--- config.mk ---
export PLATFORM = sky130hd
export DESIGN_NAME = seq_signed_divider
export DESIGN_NICKNAME = d
export VERILOG_FILES = /design/src/rtl/seq_signed_divider.sv
export SDC_FILE = /design/constraint.sdc
export NUM_CORES = 1
export LEC_CHECK = 0
export BUFFER_PORTS_ARGS = -buffer_cell sky130_fd_sc_hd__buf_2
export CAP_MARGIN = 20
export CORE_UTILIZATION = 50
export DETAILED_ROUTE_END_ITERATION = 7
export HOLD_SLACK_MARGIN = 0.12
export MAX_ROUTING_LAYER = met4
export PLACE_DENSITY = 0.7
export SYNTH_ARGS = -nofsm -noshare
export SYNTH_HDL_FRONTEND = slang
export SYNTH_SLANG_ARGS = --single-unit
--- constraint.sdc ---
create_clock -name clk -period 6.28 [get_ports clk]
set_input_delay 0.314 -clock clk [delete_from_list [all_inputs] [get_ports clk]]
set_output_delay 0.314 -clock clk [all_outputs]
set_load 0.005 [all_outputs]
--- src/rtl/seq_signed_divider.sv ---
// ---------------------------------------------------------------------------
// seq_signed_divider
//
// Iterative restoring divider. Divides a signed 2*WIDTH-bit dividend by a
// signed WIDTH-bit divisor, one quotient bit per clock, and shares the
// start/done handshake of the sequential shift-add multiplier.
// Quotient truncates toward zero. The remainder takes the sign of the
// dividend, and its magnitude is less than the divisor's.
//
// Ports:
//   clk        in   1        rising-edge clock
//   rst_n      in   1        asynchronous active-low reset
//   start      in   1        request, sampled only while idle
//   dividend   in   2*WIDTH  signed dividend, captured on accepted start
//   divisor    in   WIDTH    signed divisor, captured on accepted start
//   quotient   out  2*WIDTH  signed quotient (held until next completion)
//   remainder  out  WIDTH    signed remainder (held until next completion)
//   busy       out  1        high from LOAD through FIX
//   done       out  1        one-cycle completion pulse
//   error      out  1        only with SEQ_DIV_ERROR_FLAG_EN defined:
//                            divide-by-zero or overflow, held with results
//
// Optional feature macro: SEQ_DIV_ERROR_FLAG_EN
// ---------------------------------------------------------------------------
module seq_signed_divider #(
    parameter int WIDTH = 8
) (
    input  logic                 clk,
    input  logic                 rst_n,
    input  logic                 start,
    input  logic [2*WIDTH-1:0]   dividend,
    input  logic [WIDTH-1:0]     divisor,
    output logic [2*WIDTH-1:0]   quotient,
    output logic [WIDTH-1:0]     remainder,
    output logic                 busy,
    output logic                 done
`ifdef SEQ_DIV_ERROR_FLAG_EN
    ,
    output logic                 error
`endif
);

    localparam int DW = 2 * WIDTH;
    localparam int CW = $clog2(DW + 1);

    typedef enum logic [1:0] {
        IDLE = 2'd0,
        LOAD = 2'd1,
        CALC = 2'd2,
        FIX  = 2'd3
    } state_t;

    state_t          state_q, state_d;
    // dvd holds the raw dividend, then its magnitude, and finally collects
    // the quotient bits as they are shifted in from the bottom.
    logic [DW-1:0]   dvd_q, dvd_d;
    logic [WIDTH-1:0] dvs_q, dvs_d;
    logic [WIDTH:0]  rem_q, rem_d;
    logic [CW-1:0]   cnt_q, cnt_d;
    logic            dvd_neg_q, dvd_neg_d;
    logic            dvs_neg_q, dvs_neg_d;
    logic            div0_q, div0_d;
    logic [DW-1:0]   quotient_q, quotient_d;
    logic [WIDTH-1:0] remainder_q, remainder_d;
    logic            done_q, done_d;
`ifdef SEQ_DIV_ERROR_FLAG_EN
    logic            error_q, error_d;
`endif

    logic [WIDTH+1:0] shifted;
    logic [WIDTH+1:0] trial;
    logic             sign_diff;

    // The partial remainder never exceeds the divisor magnitude, so the
    // shifted value fits in WIDTH+1 bits and the top bit of the WIDTH+2-bit
    // trial difference is a clean borrow flag.
    assign shifted   = {1'b0, rem_q, dvd_q[DW-1]};
    assign trial     = shifted - {2'b00, dvs_q};
    assign sign_diff = dvd_neg_q ^ dvs_neg_q;

    always_comb begin
        state_d     = state_q;
        dvd_d       = dvd_q;
        dvs_d       = dvs_q;
        rem_d       = rem_q;
        cnt_d       = cnt_q;
        dvd_neg_d   = dvd_neg_q;
        dvs_neg_d   = dvs_neg_q;
        div0_d      = div0_q;
        quotient_d  = quotient_q;
        remainder_d = remainder_q;
        done_d      = 1'b0;
`ifdef SEQ_DIV_ERROR_FLAG_EN
        error_d     = error_q;
`endif

        unique case (state_q)
            IDLE: begin
                if (start) begin
                    dvd_d   = dividend;
                    dvs_d   = divisor;
                    state_d = LOAD;
                end
            end

            LOAD: begin
                dvd_neg_d = dvd_q[DW-1];
                dvs_neg_d = dvs_q[WIDTH-1];
                rem_d     = '0;
                cnt_d     = CW'(DW);
                if (dvs_q == '0) begin
                    // The raw dividend is kept: its low bits become the
                    // remainder on the divide-by-zero path.
                    div0_d  = 1'b1;
                    state_d = FIX;
                end else begin
                    // Negating the most-negative dividend yields its exact
                    // unsigned magnitude, so CALC needs no special case.
                    div0_d  = 1'b0;
                    dvd_d   = dvd_q[DW-1] ? -dvd_q : dvd_q;
                    dvs_d   = dvs_q[WIDTH-1] ? -dvs_q : dvs_q;
                    state_d = CALC;
                end
            end

            CALC: begin
                if (trial[WIDTH+1]) begin
                    rem_d = shifted[WIDTH:0];
                    dvd_d = {dvd_q[DW-2:0], 1'b0};
                end else begin
                    rem_d = trial[WIDTH:0];
                    dvd_d = {dvd_q[DW-2:0], 1'b1};
                end
                cnt_d = cnt_q - CW'(1);
                if (cnt_q == CW'(1)) begin
                    state_d = FIX;
                end
            end

            FIX: begin
                if (div0_q) begin
                    quotient_d  = '1;
                    remainder_d = dvd_q[WIDTH-1:0];
`ifdef SEQ_DIV_ERROR_FLAG_EN
                    error_d     = 1'b1;
`endif
                end else begin
                    // Negating a 2^(DW-1) magnitude wraps back to the
                    // most-negative value, which is the required overflow
                    // result for most-negative / -1.
                    quotient_d  = sign_diff ? -dvd_q : dvd_q;
                    remainder_d = dvd_neg_q ? -rem_q[WIDTH-1:0]
                                            : rem_q[WIDTH-1:0];
`ifdef SEQ_DIV_ERROR_FLAG_EN
                    // A positive quotient with the top magnitude bit set
                    // cannot be represented; only most-negative / -1 does it.
                    error_d     = ~sign_diff & dvd_q[DW-1];
`endif
                end
                done_d  = 1'b1;
                state_d = IDLE;
            end

            default: begin
                state_d = IDLE;
            end
        endcase
    end

    // All state, including the held results, clears asynchronously so that
    // an abort mid-operation leaves nothing behind and never raises done.
    always_ff @(posedge clk or negedge rst_n) begin
        if (!rst_n) begin
            state_q     <= IDLE;
            dvd_q       <= '0;
            dvs_q       <= '0;
            rem_q       <= '0;
            cnt_q       <= '0;
            dvd_neg_q   <= 1'b0;
            dvs_neg_q   <= 1'b0;
            div0_q      <= 1'b0;
            quotient_q  <= '0;
            remainder_q <= '0;
            done_q      <= 1'b0;
`ifdef SEQ_DIV_ERROR_FLAG_EN
            error_q     <= 1'b0;
`endif
        end else begin
            state_q     <= state_d;
            dvd_q       <= dvd_d;
            dvs_q       <= dvs_d;
            rem_q       <= rem_d;
            cnt_q       <= cnt_d;
            dvd_neg_q   <= dvd_neg_d;
            dvs_neg_q   <= dvs_neg_d;
            div0_q      <= div0_d;
            quotient_q  <= quotient_d;
            remainder_q <= remainder_d;
            done_q      <= done_d;
`ifdef SEQ_DIV_ERROR_FLAG_EN
            error_q     <= error_d;
`endif
        end
    end

    assign quotient  = quotient_q;
    assign remainder = remainder_q;
    assign busy      = (state_q != IDLE);
    assign done      = done_q;
`ifdef SEQ_DIV_ERROR_FLAG_EN
    assign error     = error_q;
`endif

endmodule

=== Word-level counts from Yosys, hierarchy flattened ===
Index checks and enable logic that the tools add are counted.
W data, S select, Z words.

* Add/subtract/negate cells: 5
* Multiply operators: 0
* Divide/modulo/power cells: 0
* Order comparisons: 0
* Eq/ne operators: 9
* Shift-type cells: 0
* Mux-type cells: 22
* Bitwise gates (word level): 1
* Reduce and logical (&&, ||, !) cells: 11

{| class="wikitable"
|+ Operators by type and width
! kind !! count
|-
| $mux W16 || 5
|-
| $pmux W16 S3 || 1
|-
| $mux W8 || 5
|-
| $pmux W9 S2 || 1
|-
| $neg A16 Y16 || 1
|-
| $neg A8 Y8 || 2
|-
| $pmux W8 S2 || 1
|-
| $ne A2 B2 Y1 const B || 5
|-
| $pmux W5 S2 || 1
|-
| $sub A10 B8 Y10 || 1
|-
| $mux W9 || 1
|-
| $logic_not A8 Y1 || 1
|-
| $pmux W2 S4 || 1
|-
| $reduce_and A4 Y1 || 2
|-
| $reduce_and A3 Y1 || 2
|-
| $reduce_bool A2 Y1 || 3
|-
| $eq A5 B1 Y1 const B || 1
|-
| $sub A5 B1 Y5 const B || 1
|-
| $eq A2 B2 Y1 const B || 2
|-
| $mux W1 || 4
|-
| $mux W2 || 2
|-
| $reduce_bool A3 Y1 || 1
|-
| $eq A2 B1 Y1 const B || 1
|-
| $logic_not A2 Y1 || 1
|-
| 2 further kinds || 2
|}

* Flip-flop bits (word level): 68
* Bits in latches: 0
* Memory bits (writable): 0
* Memory bits (read-only): 0
* Output and inout bits: 26
* Logic and storage cells: 61
* Memories kept: 0

=== Longest topological paths before layout ===
* Depth in word-level cells: 4
* Gate-level depth with buffers: 10

=== Worst setup path before layout ===
OpenSTA, ideal clock, no wires.

* Kind: register to register
* Start: register dvs_q[6]
* End: register rem_q[0]
* Data arrival time: 2472 ps
* Data required time: 6197 ps
* Path slack: 3725 ps
* Cell stages (with the launch flop): 10
* Path buffers: 1
* Period minus slack after synthesis: 2555 ps
* Cell sequence: dfrtp_1 -> inv_1 -> ha_1 -> a21o_1 -> a211oi_1 -> or4b_1 -> o2111ai_1 -> buf_4 -> mux2_2 -> o22ai_1

* Cells in the longest elaborated chain, start to end: 3

{| class="wikitable"
|+ Ends and longest elaborated chain
! what !! line !! text
|-
| from (decl) || 57 || <nowiki>logic [WIDTH-1:0] dvs_q, dvs_d;</nowiki>
|-
| from (signal assigned) || 191 || <nowiki>dvs_q <= dvs_d;</nowiki>
|-
| $sub A10 B8 Y10 || 78 || <nowiki>assign trial = shifted - {2'b00, dvs_q};</nowiki>
|-
| $mux W9 || 127 || <nowiki>if (trial[WIDTH+1]) begin</nowiki>
|-
| $pmux W9 S2 || 97 || <nowiki>unique case (state_q)</nowiki>
|-
| to (signal assigned) || 192 || <nowiki>rem_q <= rem_d;</nowiki>
|-
| to (decl) || 58 || <nowiki>logic [WIDTH:0] rem_q, rem_d;</nowiki>
|}

Every way passes these cells.
A chain may end at the register's enable or synchronous reset.

=== Worst setup path in the final report ===
Same ends and word-level chain as after synthesis.

==> reports/qor.txt <==
HPWL Detailed = 7020 um
startpoint types = flip-flop
WL/cell = 16.0 um
worst-path fanout max = 10
H-tree depth = 3
critical-path cell list = inv_1 > ha_1 > a21o_1 > a211oi_1 > or4b_1 > o2111ai_1 > mux2_2 > o22ai_1
# rows = 33
Starting Density = 51.7%
MaxCap Viol Count = 0
IR Drop Worst-Case VDD = 0.267 mV
Setup TNS = 0 ps
FF-to-FF setup slack = 3260 ps
CORE AREA = 8260 sq um
share of cells above drive strength 1 = 15.7%
die height = 94.4 um
Slew HR = 26.9%
RR Endpoint = rem_q[0]$_DFFE_PN0N_
Arrival @ worst endpoint = 3270 ps
I/O Pins = 53
DRC = 0
leakage power = 0.00222 uW
R2R depth = 8
first-pass GRT wire length = 16,700 um
cell family with the largest share of critical-path delay = compound AO/OA/AOI/OAI gates
final design utilization = 57.4%
cts bufs inserted = 9
Reg area = 1700 sq um
#FFs+latches synth = 68
number of port buffers = 52
sequential area share after synthesis = 39.9%
TritonCTS clock tree = done
total clock sinks = 68
aggregate global routing overflow = 0
die width = 94.4 um
crit path kind = reg2reg
top-area cell type share of the netlist area = 39.9%
Fin. Hold Viols = 0
Final Cycle Share = 48.2%
hold_buf cts = 0
Die Footprint = 8910 sq um
vias post-DR = 3,685
clk buf depth = 2
diode count = 0
Layout area overhead = 11.1%
WP buf/inv = 1
largest net degree at the start of global routing = 69
initial antenna violation count = 0
critical path's slowest cell = o2111ai_1
fill count = 763
clk slew on worst S/H paths = 80 ps
Max Slew Vio Count = 0
Setup Skew = 12.8 ps
status = completed
f_max = 0.331 GHz
largest cells by area after synthesis = dfrtp_1 (40%), ha_1 (5.3%), o21ai_0 (5.2%)
Crit. End Element = flip-flop
Skew-Pair Late Insertion Delay = 340 ps
setup violators final = 0
ys async rst share = 100%
Nets = 573
Hold Crit Class = in2async
CP peak stage delay = 490 ps
GPL Wtd Cong = 0.881
EDFF count, synth = 0
Synth Cell Area = 4270 sq um
Critical Path RT = 6530 ps
unrepaired setup endpoints after global routing = no
vias in the first global route = 3,440
Multi-input gate area = 2310 sq um
CTS root buf = clkbuf_8
count leader, synth = dfrtp_1
Synth Area per Inst = 8.71 sq um
post-route ant nets = 0
Slew @ Worst Pin = 1090 ps
cells after synthesis = 490
Reg2Reg Launch Point = dvs_q[6]$_DFFE_PN0P_
DRT Pass-1 Iters = 4
crit path time final = 3020 ps
Synth top cells by count = dfrtp_1 (68), nor2_1 (49), o21ai_0 (44), inv_1 (34), nand2_1 (32)
syn_nets = 536
All-Layer GR Usage = 24.9%
drt initial violations = 194
cts repair resizes = 0
synth warn = 0
setup bufs post-CTS = 0
Main synth FF type = dfrtp_1
Vias/cell = 5.80
WL final = 10,200 um
cell taking the most area after synthesis = dfrtp_1
P per Cell Area = 581 nW/um^2
Yosys cell types = 60
where the power goes:
group | internal, uW | switching (uW) | leakage [uW]
Sequential | 625 | 196 | 0.000853
Combinational | 645 | 927 | 0.00127
Clock | 201 | 163 | 0.0000983
how the worst max path moves through the flow:
stage	from	end	slack, ps	depth (start not counted)
after detailed placement	dvs_q[6]$_DFFE_PN0P_	rem_q[0]$_DFFE_PN0N_	3350	8
after global placement	dvs_q[6]$_DFFE_PN0P_	rem_q[0]$_DFFE_PN0N_	3430	8
after global routing	state_q[1]$_DFFE_PN0P_	dvd_q[13]$_DFFE_PN0P_	3100	6
after floorplan	dvs_q[6]$_DFFE_PN0P_	rem_q[0]$_DFFE_PN0N_	3730	9
final	dvs_q[6]$_DFFE_PN0P_	rem_q[0]$_DFFE_PN0N_	3260	8
after CTS	dvs_q[6]$_DFFE_PN0P_	rem_q[0]$_DFFE_PN0N_	3320	8
cell type report:
type | instances | share of cell area, %
multi-input combinational | 359 | 48.7
clock buffer | 12 | 3.27
clock inverter | 2 | 0.739
tap | 105 | 2.77
timing repair buffer | 55 | 5.96
sequential | 68 | 35.9
inverter | 34 | 2.69
metrics by stage:
step	total power [uW]	cells	hold WS [ps]	setup WS (ps)	area, sq um
after CTS	2760	634	169	3320	4740
final	2760	635	163	3260	4740
after detailed placement	2380	620	491	3350	4550
after global placement	2330	620	487	3430	4550
after floorplan	2000	490	18.4	3730	4270
after global routing	3000	635	175	3100	4740
sequential cells by signal, indices dropped and copies added, names as in the netlist:
signal / cells
rem_q: 9
dvs_neg_q: 1
dvd_neg_q: 1
cnt_q: 5
quotient: 16
remainder: 8
div0_q: 1
dvs_q: 8
done: 1
dvd_q: 16
state_q: 2
per-layer routing:
metal | routed length [um] | global-route usage (%) | share of wire [%]
met3 | 496 | 4.43 | 4.9
met2 | 4670 | 38.9 | 46
met1 | 4890 | 33.4 | 48
met4 | 111 | 6.54 | 1.1
met5 | 0 | - | 0
kinds of logic (layout without fill, tap and decap cells):
kind of cell	Yosys count	after routing	synth area share (%)
AOI/OAI and AO/OA	139	139	20.6
xor gates and xnor gates	24	24	4.93
adders and majority gates	19	19	5.75
buffers and inverters	63	103	6.01
DFF	68	68	39.9
muxes	18	18	4.43
and+or+nand+nor	159	159	18.4
placed cells by master, fill, tap and decap left out, types with 12 or more instances in the layout:
cell	n
a21oi_1	27
and3_1	15
buf_2	52
dfrtp_1	68
ha_1	18
inv_1	34
nand2_1	32
nor2_1	49
nor3_1	28
o21ai_0	44
o22ai_1	12
xnor2_1	16
worst reg2reg max path, cell delays in order (launching register included):
cell,delay [ps]
dfrtp_1,410
inv_1,80
ha_1,350
a21o_1,200
a211oi_1,400
or4b_1,480
o2111ai_1,490
mux2_2,420
o22ai_1,100
Note: power is estimated with default switching activity, not from simulation.
